**src/rtl/mul_div_unit_if.sv**
```systemverilog
// Handshake and result bundle between the pipeline control and the multiply/divide unit.
// The master issues operations; the slave (the unit) returns status and HI/LO.
interface mul_div_unit_if #(
    parameter int WIDTH = 32
);
    logic             start;
    logic [1:0]       op;
    logic [WIDTH-1:0] src_a;
    logic [WIDTH-1:0] src_b;
    logic             busy;
    logic             done;
    logic             div_by_zero;
    logic [WIDTH-1:0] hi;
    logic [WIDTH-1:0] lo;

    modport master (
        output start, op, src_a, src_b,
        input  busy, done, div_by_zero, hi, lo
    );

    modport slave (
        input  start, op, src_a, src_b,
        output busy, done, div_by_zero, hi, lo
    );
endinterface

```
**src/rtl/mul_div_unit.sv**
```systemverilog
// Multi-cycle MULT/MULTU/DIV/DIVU unit: one bit per clock on operand magnitudes,
// sign fixup in a final FIX cycle, results held in architectural HI/LO registers.
module mul_div_unit #(
    parameter int WIDTH = 32
) (
    input  logic           clk,
    input  logic           rst_n,
    mul_div_unit_if.slave  bus
);
    typedef enum logic [1:0] {
        ST_IDLE = 2'd0,
        ST_CALC = 2'd1,
        ST_FIX  = 2'd2
    } state_t;

    localparam logic [5:0]       LAST_CNT = 6'(WIDTH - 1);
    localparam logic [WIDTH-1:0] ONE_W    = {{(WIDTH-1){1'b0}}, 1'b1};
    localparam logic [2*WIDTH-1:0] ONE_2W = {{(2*WIDTH-1){1'b0}}, 1'b1};

    function automatic logic [WIDTH-1:0] f_neg_w(input logic [WIDTH-1:0] v, input logic en);
        f_neg_w = en ? (~v + ONE_W) : v;
    endfunction

    function automatic logic [2*WIDTH-1:0] f_neg_2w(input logic [2*WIDTH-1:0] v, input logic en);
        f_neg_2w = en ? (~v + ONE_2W) : v;
    endfunction

    state_t               r_state;
    state_t               w_state_next;
    logic                 r_is_div;
    logic                 r_neg_q;
    logic                 r_neg_r;
    logic                 r_b_zero;
    logic [WIDTH-1:0]     r_mag_a;
    logic [WIDTH-1:0]     r_mag_b;
    logic [WIDTH-1:0]     r_orig_a;
    logic [2*WIDTH-1:0]   r_acc;
    logic [WIDTH-1:0]     r_rem;
    logic [5:0]           r_cnt;
    logic                 r_busy;
    logic                 r_done;
    logic                 r_dbz;
    logic [WIDTH-1:0]     r_hi;
    logic [WIDTH-1:0]     r_lo;

    logic                 w_a_neg;
    logic                 w_b_neg;
    logic [WIDTH:0]       w_mul_sum;
    logic [WIDTH:0]       w_div_shift;
    logic [WIDTH-1:0]     w_div_diff;
    logic                 w_div_ok;
    logic [2*WIDTH-1:0]   w_prod;
    logic [WIDTH-1:0]     w_hi_fix;
    logic [WIDTH-1:0]     w_lo_fix;

    assign w_a_neg = bus.op[0] & bus.src_a[WIDTH-1];
    assign w_b_neg = bus.op[0] & bus.src_b[WIDTH-1];

    // Multiply step adds the multiplicand into the upper half when the current multiplier bit is set.
    assign w_mul_sum   = {1'b0, r_acc[2*WIDTH-1:WIDTH]}
                       + (r_acc[0] ? {1'b0, r_mag_a} : {(WIDTH+1){1'b0}});
    assign w_div_shift = {r_rem, r_acc[WIDTH-1]};
    assign w_div_ok    = (w_div_shift >= {1'b0, r_mag_b});
    assign w_div_diff  = w_div_shift[WIDTH-1:0] - r_mag_b;
    assign w_prod      = f_neg_2w(r_acc, r_neg_q);

    // State register.
    always_ff @(posedge clk or negedge rst_n) begin
        if (!rst_n) begin
            r_state <= ST_IDLE;
        end else begin
            r_state <= w_state_next;
        end
    end

    // Next-state logic.
    always_comb begin
        w_state_next = r_state;
        case (r_state)
            ST_IDLE: begin
                if (bus.start) begin
                    w_state_next = ST_CALC;
                end else begin
                    w_state_next = ST_IDLE;
                end
            end
            ST_CALC: begin
                if (r_cnt == LAST_CNT) begin
                    w_state_next = ST_FIX;
                end else begin
                    w_state_next = ST_CALC;
                end
            end
            ST_FIX:  w_state_next = ST_IDLE;
            default: w_state_next = ST_IDLE;
        endcase
    end

    // Result selection applied at the FIX edge, including the divide-by-zero override.
    always_comb begin
        w_hi_fix = w_prod[2*WIDTH-1:WIDTH];
        w_lo_fix = w_prod[WIDTH-1:0];
        if (r_is_div) begin
            if (r_b_zero) begin
                w_hi_fix = r_orig_a;
                w_lo_fix = {WIDTH{1'b1}};
            end else begin
                w_hi_fix = f_neg_w(r_rem, r_neg_r);
                w_lo_fix = f_neg_w(r_acc[WIDTH-1:0], r_neg_q);
            end
        end else begin
            w_hi_fix = w_prod[2*WIDTH-1:WIDTH];
            w_lo_fix = w_prod[WIDTH-1:0];
        end
    end

    // Operand capture, iteration datapath and architectural HI/LO update.
    always_ff @(posedge clk or negedge rst_n) begin
        if (!rst_n) begin
            r_is_div <= 1'b0;
            r_neg_q  <= 1'b0;
            r_neg_r  <= 1'b0;
            r_b_zero <= 1'b0;
            r_mag_a  <= {WIDTH{1'b0}};
            r_mag_b  <= {WIDTH{1'b0}};
            r_orig_a <= {WIDTH{1'b0}};
            r_acc    <= {(2*WIDTH){1'b0}};
            r_rem    <= {WIDTH{1'b0}};
            r_cnt    <= 6'd0;
            r_dbz    <= 1'b0;
            r_hi     <= {WIDTH{1'b0}};
            r_lo     <= {WIDTH{1'b0}};
        end else begin
            case (r_state)
                ST_IDLE: begin
                    if (bus.start) begin
                        r_is_div <= bus.op[1];
                        r_neg_q  <= w_a_neg ^ w_b_neg;
                        r_neg_r  <= w_a_neg;
                        r_b_zero <= bus.op[1] & (bus.src_b == {WIDTH{1'b0}});
                        r_mag_a  <= f_neg_w(bus.src_a, w_a_neg);
                        r_mag_b  <= f_neg_w(bus.src_b, w_b_neg);
                        r_orig_a <= bus.src_a;
                        // Low half seeds the multiplier (multiply) or the dividend (divide).
                        r_acc    <= {{WIDTH{1'b0}}, bus.op[1] ? f_neg_w(bus.src_a, w_a_neg)
                                                              : f_neg_w(bus.src_b, w_b_neg)};
                        r_rem    <= {WIDTH{1'b0}};
                        r_cnt    <= 6'd0;
                        r_dbz    <= 1'b0;
                    end else begin
                        r_cnt    <= r_cnt;
                    end
                end
                ST_CALC: begin
                    r_cnt <= r_cnt + 6'd1;
                    if (r_is_div) begin
                        r_rem <= w_div_ok ? w_div_diff : w_div_shift[WIDTH-1:0];
                        r_acc <= {r_acc[2*WIDTH-1:WIDTH], r_acc[WIDTH-2:0], w_div_ok};
                    end else begin
                        r_acc <= {w_mul_sum, r_acc[WIDTH-1:1]};
                    end
                end
                ST_FIX: begin
                    r_hi  <= w_hi_fix;
                    r_lo  <= w_lo_fix;
                    r_dbz <= r_is_div & r_b_zero;
                end
                default: begin
                    r_cnt <= 6'd0;
                end
            endcase
        end
    end

    // Registered status outputs derived from the FSM only.
    always_ff @(posedge clk or negedge rst_n) begin
        if (!rst_n) begin
            r_busy <= 1'b0;
            r_done <= 1'b0;
        end else begin
            r_busy <= (w_state_next != ST_IDLE);
            r_done <= (r_state == ST_FIX);
        end
    end

    assign bus.busy        = r_busy;
    assign bus.done        = r_done;
    assign bus.div_by_zero = r_dbz;
    assign bus.hi          = r_hi;
    assign bus.lo          = r_lo;
endmodule
```
**src/flat_wrapper.sv**
```systemverilog
// flat-port wrapper written by rule: the top's interface ports become plain ports
module mul_div_unit_flat 
#(
    parameter int WIDTH = 32
)
  (clk, rst_n, bus_start, bus_op, bus_src_a, bus_src_b, bus_busy, bus_done, bus_div_by_zero, bus_hi, bus_lo);
  mul_div_unit_if #(.WIDTH(WIDTH)) bus_i ();
  input  logic clk;
  input  logic rst_n;
  input wire logic [$bits(bus_i.start)-1:0] bus_start;
  input wire logic [$bits(bus_i.op)-1:0] bus_op;
  input wire logic [$bits(bus_i.src_a)-1:0] bus_src_a;
  input wire logic [$bits(bus_i.src_b)-1:0] bus_src_b;
  output wire logic [$bits(bus_i.busy)-1:0] bus_busy;
  output wire logic [$bits(bus_i.done)-1:0] bus_done;
  output wire logic [$bits(bus_i.div_by_zero)-1:0] bus_div_by_zero;
  output wire logic [$bits(bus_i.hi)-1:0] bus_hi;
  output wire logic [$bits(bus_i.lo)-1:0] bus_lo;
  assign bus_i.start = bus_start;
  assign bus_i.op = bus_op;
  assign bus_i.src_a = bus_src_a;
  assign bus_i.src_b = bus_src_b;
  assign bus_busy = bus_i.busy;
  assign bus_done = bus_i.done;
  assign bus_div_by_zero = bus_i.div_by_zero;
  assign bus_hi = bus_i.hi;
  assign bus_lo = bus_i.lo;
  mul_div_unit #(.WIDTH(WIDTH)) u_core (.clk(clk), .rst_n(rst_n), .bus(bus_i));
endmodule
```
**config.mk**
```make
export PLATFORM = sky130hd
export DESIGN_NAME = mul_div_unit_flat
export DESIGN_NICKNAME = d
export VERILOG_FILES = /design/src/rtl/mul_div_unit_if.sv /design/src/rtl/mul_div_unit.sv /design/src/flat_wrapper.sv
export SDC_FILE = /design/constraint.sdc
export NUM_CORES = 1
export LEC_CHECK = 0
export ABC_CLOCK_PERIOD_IN_PS = 7020
export BUFFER_PORTS_ARGS = -buffer_cell sky130_fd_sc_hd__buf_2
export CAP_MARGIN = 20
export CORE_MARGIN = 3
export CORE_UTILIZATION = 60
export CTS_BUF_LIST = sky130_fd_sc_hd__clkbuf_8
export DETAILED_ROUTE_END_ITERATION = 16
export PLACE_DENSITY = 0.86
export SLEW_MARGIN = 30
export SYNTH_ARGS = -nofsm -noshare
export SYNTH_HDL_FRONTEND = slang
export SYNTH_SLANG_ARGS = --single-unit
```
**constraint.sdc**
```tcl
create_clock -name clk -period 7.02 [get_ports clk]
set_input_delay 1.404 -clock clk [delete_from_list [all_inputs] [get_ports clk]]
set_output_delay 1.404 -clock clk [all_outputs]
set_load 0.01 [all_outputs]
```
=== After elaboration in Yosys (flattened, before gate mapping) ===
Cells that the tools add are included.

* Reduce and logical (&&, ||, !) cells: 11
* Divide/modulo/power cells: 0
* Shifts and indexed selects: 0
* Add/sub/neg operators: 8
* Equality and inequality tests: 6
* Magnitude comparators: 1
* Bitwise operators: 11
* Multiplexer cells: 25
* Multipliers: 0

{| class="wikitable"
|+ Operator list
! kind !! count
|-
| 2-to-1 mux 32 bit || 13
|-
| 2-to-1 mux 64 bit || 3
|-
| adder 32 x 1 -> 32 bit (second input constant) || 4
|-
| inverter 32 bit || 4
|-
| one-hot mux 64 bit (2 select lines) || 1
|-
| adder 64 x 1 -> 64 bit (second input constant) || 1
|-
| inverter 64 bit || 1
|-
| one-hot mux 32 bit (2 select lines) || 1
|-
| adder 32 x 33 -> 33 bit || 1
|-
| greater-or-equal comparator 33 x 32 -> 1 bit || 1
|-
| zero test 32 bit || 1
|-
| subtractor 32 bit || 1
|-
| one-hot mux 6 bit (3 select lines) || 1
|-
| AND reduction 2 bit || 4
|-
| adder 6 x 1 -> 6 bit (second input constant) || 1
|-
| equality test 6 x 5 -> 1 bit (second input constant) || 1
|-
| 2-to-1 mux 6 bit || 1
|-
| AND reduction 3 bit || 2
|-
| nonzero test 2 bit || 3
|-
| AND 1 bit || 4
|-
| inequality test 2 bit (second input constant) || 2
|-
| one-hot mux 2 bit (2 select lines) || 1
|-
| equality test 2 x 1 -> 1 bit (second input constant) || 1
|-
| equality test 2 bit (second input constant) || 1
|-
| other kinds (7) || 8
|}

* Output and inout bits: 67
* Memories: 0
* Register bits: 271
* Memory bits (read-only): 0
* Latch bits: 0
* Memory bits (writable): 0
* Bits of input ports: 69
* Word-level logic and storage cells: 79

=== Depth between registers and ports, before layout ===
* Word-level depth: 6
* Gate-level depth with buffers: 15
* Depth with buffers taken out: 13

=== Worst setup path before layout ===
Ideal clock, no wire load.

* Kind: input to register
* From: input bus_src_b[0]
* To: register u_core.r_acc[30]
* Data arrival time: 3.541 ns
* Stages on the path: 11
* Buffers on the path: 0
* Library setup time: 0.095 ns
* Setup slack: 3.383 ns
* Path through: inv_1 -> ha_1 -> nor4b_1 -> nand4_1 -> nand2b_1 -> nand2b_1 -> o41a_1 -> xnor2_1 -> mux2i_1 -> nor2_1 -> o31ai_1

* Word-level cells in the longest chain between the ends: 6

{| class="wikitable"
|+ RTL lines
! element !! line !! source
|-
| start, declared || flat_wrapper.sv:13 || <nowiki>input wire logic [$bits(bus_i.src_b)-1:0] bus_src_b;</nowiki>
|-
| inverter 32 bit || mul_div_unit.sv:21 || <nowiki>f_neg_w = en ? (~v + ONE_W) : v;</nowiki>
|-
| adder 32 x 1 -> 32 bit || mul_div_unit.sv:21 ||
|-
| 2-to-1 mux 32 bit || mul_div_unit.sv:21 ||
|-
| 2-to-1 mux 32 bit || mul_div_unit.sv:145 || <nowiki>r_acc <= {{WIDTH{1'b0}}, bus.op[1] ? f_neg_w(bus.src_a, w_a_neg)</nowiki>
|-
| 2-to-1 mux 64 bit || mul_div_unit.sv:136 || <nowiki>if (bus.start) begin</nowiki>
|-
| one-hot mux 64 bit (2 select lines) || mul_div_unit.sv:134 || <nowiki>case (r_state)</nowiki>
|-
| end signal, assigned || mul_div_unit.sv:145 ||
|-
| end signal, assigned || mul_div_unit.sv:158 || <nowiki>r_acc <= {r_acc[2*WIDTH-1:WIDTH], r_acc[WIDTH-2:0], w_div_ok};</nowiki>
|-
| end signal, assigned || mul_div_unit.sv:160 || <nowiki>r_acc <= {w_mul_sum, r_acc[WIDTH-1:1]};</nowiki>
|-
| end, declared || mul_div_unit.sv:37 || <nowiki>logic [2*WIDTH-1:0] r_acc;</nowiki>
|}

Every way passes these cells. The select of a mux whose other input is x is not followed.
A chain may end at the register's enable or synchronous reset.

=== Worst setup path in the final report ===
* From: register u_core.r_acc[0]
* To: register u_core.r_acc[59]

* Word-level cells in the longest chain between the ends: 4

{| class="wikitable"
|+ RTL lines
! element !! line !! source
|-
| start signal, assigned || mul_div_unit.sv:127 || <nowiki>r_acc <= {(2*WIDTH){1'b0}};</nowiki>
|-
| start signal, assigned || mul_div_unit.sv:145 ||
|-
| start signal, assigned || mul_div_unit.sv:158 ||
|-
| 2-to-1 mux 32 bit || mul_div_unit.sv:61 || <nowiki>+ (r_acc[0] ? {1'b0, r_mag_a} : {(WIDTH+1){1'b0}});</nowiki>
|-
| adder 32 x 33 -> 33 bit || mul_div_unit.sv:61 ||
|-
| 2-to-1 mux 64 bit || mul_div_unit.sv:156 || <nowiki>if (r_is_div) begin</nowiki>
|-
| one-hot mux 64 bit (2 select lines) || mul_div_unit.sv:134 ||
|}

Every way passes these cells. The select of a mux whose other input is x is not followed.

==> reports/metrics.yaml <==
timing:
  final-setup-viol-count: 0
  rsz0062_at_grt: "false"
  maxSlewViolCount: 0
  finalHoldViolCount: 0
  fin_tns_setup_ns: 0
  slew_headroom_pct: 33.3
  timing.fmax_mhz: 238
  layout_min_cycle_time_ns: 4.20
  min_period_over_period_pct: 59.9
  finClkSkew_ns: 0.0532
  tightest_slew_ns: 1.00
drt:
  final_antenna_net_count: 0
  drtIter0Drc: 2077
  firstDrtPassIters: 7
  drc: 0
  wl_mm: 59.3
  routedWlPerCell_um: 21.3
  vias: 18000
  routed_via_density: 6.45
clock_network:
  clk_latency_ns: 0.61
  cts-root-buf: "clkbuf_8"
  postCtsHoldBufs: 0
  clk_pin_slew_ns: 0.06
  htree_levels: 2
  clk_path_buf_depth: 3
  post_cts_resized: 0
  cts_tree: "done"
  clock-sinks: 270
  cts-buffers-inserted: 48
  cts_setup_buffers: 0
pwr:
  p_leak_nw: 9.44
  powerDensity_mw_per_mm2: 518
  ir_drop_mv: 0.288
placed_design:
  hpwlAfterDp_mm: 44.4
  place_congestion: 0.960
  post_dp_cell_area_mm2: 0.0194
  io_buffers: 135
  dpl.cell_count: 2694
run_status:
  outcome: "completed"
synthesis:
  synth.avg_cell_area_um2: 8.11
  syn_area_mm2: 0.0186
  synthArstFlopShare_pct: 100
  yosysSeqAreaShare_pct: 36.4
  synth_fp_nets: 2429
  synth-edff-count: 0
  synth-warning-count: 0
  synth.distinct_cells: 67
  synth_area_leaders: "dfrtp_1, nand2_1, o21ai_0"
  yosysTopAreaCell: "dfrtp_1"
  ys.flop_type: "dfrtp_1"
  synth_top_area_share_pct: 36.4
  ys_seq_elements: 270
  synthCells: 2289
global_routing:
  first_global_vias: 16800
  antenna_found_initial: 5
  grt_pass1_wl_mm: 92.6
  grt_use_total_pct: 34.9
  grt_max_degree: 157
  grt.overflow.total: 0
floorplanning:
  die_w_um: 182
  die_area_mm2: 0.0331
  core_area_mm2: 0.0300
  die_h_um: 182
  rows: 63
  initial_core_util_pct: 61.8
  ios: 136
worst_setup_path:
  cp_num_buf_inv: 1
  endpoint_kind: "flip-flop"
  start_kind: "flip-flop"
  cp_common_cell: "o21ai_0"
  r2r_cells: 13
  rr_startpoint: "u_core.r_acc[0]$_DFFE_PN0P_"
  worstPathArrival_ns: 4.67
  path_class: "reg -> reg"
  path_cells: "and2_1 > ha_1 > inv_1 > fa_1 > nor2b_1 > o31ai_1 > a2111oi_0 > or3b_2 > a41oi_1 > o21ai_0 > a21oi_1 > xor2_1 > o21ai_0"
  cp_max_fo: 36
  crit_start: "u_core.r_acc[0]$_DFFE_PN0P_"
  cp_num_cells: 13
  worstPathRequired_ns: 7.49
  cp_top_family: "compound AO/OA/AOI/OAI gates"
  slowest_stage: "dfrtp_1"
  cpPeakStageDelay_ns: 0.89
layout:
  drive_above_1_share_pct: 10.5
  design_area_mm2: 0.0204
  synthToLayoutAreaGrowth_pct: 10.0
  fin_nets: 2494
  fin_util_pct: 68.0
  fillers: 2466
  final_common_cell: "nand2_1"
  stdcell_count: 2783
  most-common-layout-cells: "nand2_1, o21ai_0, dfrtp_1"
worst_hold_path:
  min_from: "u_core.bus.hi[10]$_DFFE_PN0P_"
  hold_path_depth: 2
  min-delay-path-class: "reg -> reg"
job:
  maxCapViolations: 0
-- kinds of logic after synthesis --
logic type / count (synthesis) / share of synthesized area (%)
xor gates and xnor gates: 207 / 9.76
muxes: 86 / 4.64
AOI/OAI and AO/OA: 652 / 20.7
and+or+nand+nor: 799 / 19.5
adders and majority gates: 71 / 4.87
buffers and inverters: 204 / 4.14
DFF: 270 / 36.4
-- cells in the mapped netlist, drive strengths merged (41+ instances only) --
cell / n
inv: 68
nand2: 388
clkbuf: 124
mux2i: 85
xnor2: 96
a21oi: 175
o21ai: 287
xor2: 111
ha: 69
dfrtp: 270
nor2: 174
and2: 41
-- worst register-to-register path, stage by stage (launching register included) --
cell and delay, ns:
dfrtp_1 0.89, and2_1 0.24, ha_1 0.17, inv_1 0.06, fa_1 0.41, nor2b_1 0.16, o31ai_1 0.14, a2111oi_0 0.66
or3b_2 0.27, a41oi_1 0.16, o21ai_0 0.45, a21oi_1 0.15, xor2_1 0.16, o21ai_0 0.18
-- where the power goes --
group	internal, mW	switching, mW	leakage (nW)	total (mW)
logic	2.38	3.55	5.41	5.92
registers	2.19	0.941	3.45	3.13
clock network	0.837	0.695	0.571	1.53
-- flip-flops by register name (all words and copies together), names as in the netlist --
name / flops
u_core.r_mag_b: 32
u_core.r_mag_a: 31
u_core.r_state: 2
u_core.bus.hi: 32
u_core.r_is_div: 1
u_core.bus.lo: 32
u_core.r_b_zero: 1
u_core.r_rem: 32
u_core.bus.div_by_zero: 1
u_core.r_cnt: 6
u_core.r_neg_q: 1
u_core.bus.busy: 1
u_core.r_neg_r: 1
u_core.r_orig_a: 32
u_core.r_acc: 64
u_core.bus.done: 1
-- cell type report --
type,instances,area [µm²],share of cell area (%)
Clock buffer,59,812,3.98
Antenna cell,4,10.0,0.0490
Tap cell,390,488,2.39
Timing Repair Buffer,151,818,4.01
Multi-Input combinational cell,1815,11100,54.3
Sequential cell,270,6770,33.1
Inverter,68,255,1.25
Clock inverter,26,184,0.900
-- metrics by stage --
step                worst slack [ns]  hold slack, ns  power (mW)
floorplan                       3.38           0.438        7.19
global placement                2.91           0.457        8.69
detailed placement              2.82           0.463        8.88
CTS                             2.86           0.476        10.4
global route                    2.38           0.503        11.4
finish                          2.82           0.476        10.6
-- routing by layer --
metal | track usage [%] | wire [µm] | vias to the layer above
met5 | 0 | 24 | -
met3 | 7.13 | 5980 | 204
met2 | 54.5 | 26500 | 1032
met4 | 14.1 | 2920 | 4
li1 | - | - | 8142
met1 | 47.8 | 23900 | 8576
-- path summary, 6_finish.rpt --
check,slack [ns],to
setup / recovery,2.82,u_core.r_acc[59]$_DFFE_PN0P_
hold / removal,0.48,u_core.bus.hi[10]$_DFFE_PN0P_
setup reg to reg,2.82,u_core.r_acc[59]$_DFFE_PN0P_
hold reg to reg,0.48,u_core.bus.hi[10]$_DFFE_PN0P_
max in group asynchronous,4.82,u_core.r_is_div$_DFFE_PN0P_
min in group asynchronous,0.79,u_core.bus.hi[21]$_DFFE_PN0P_
Power figures use the tool's default switching activity.
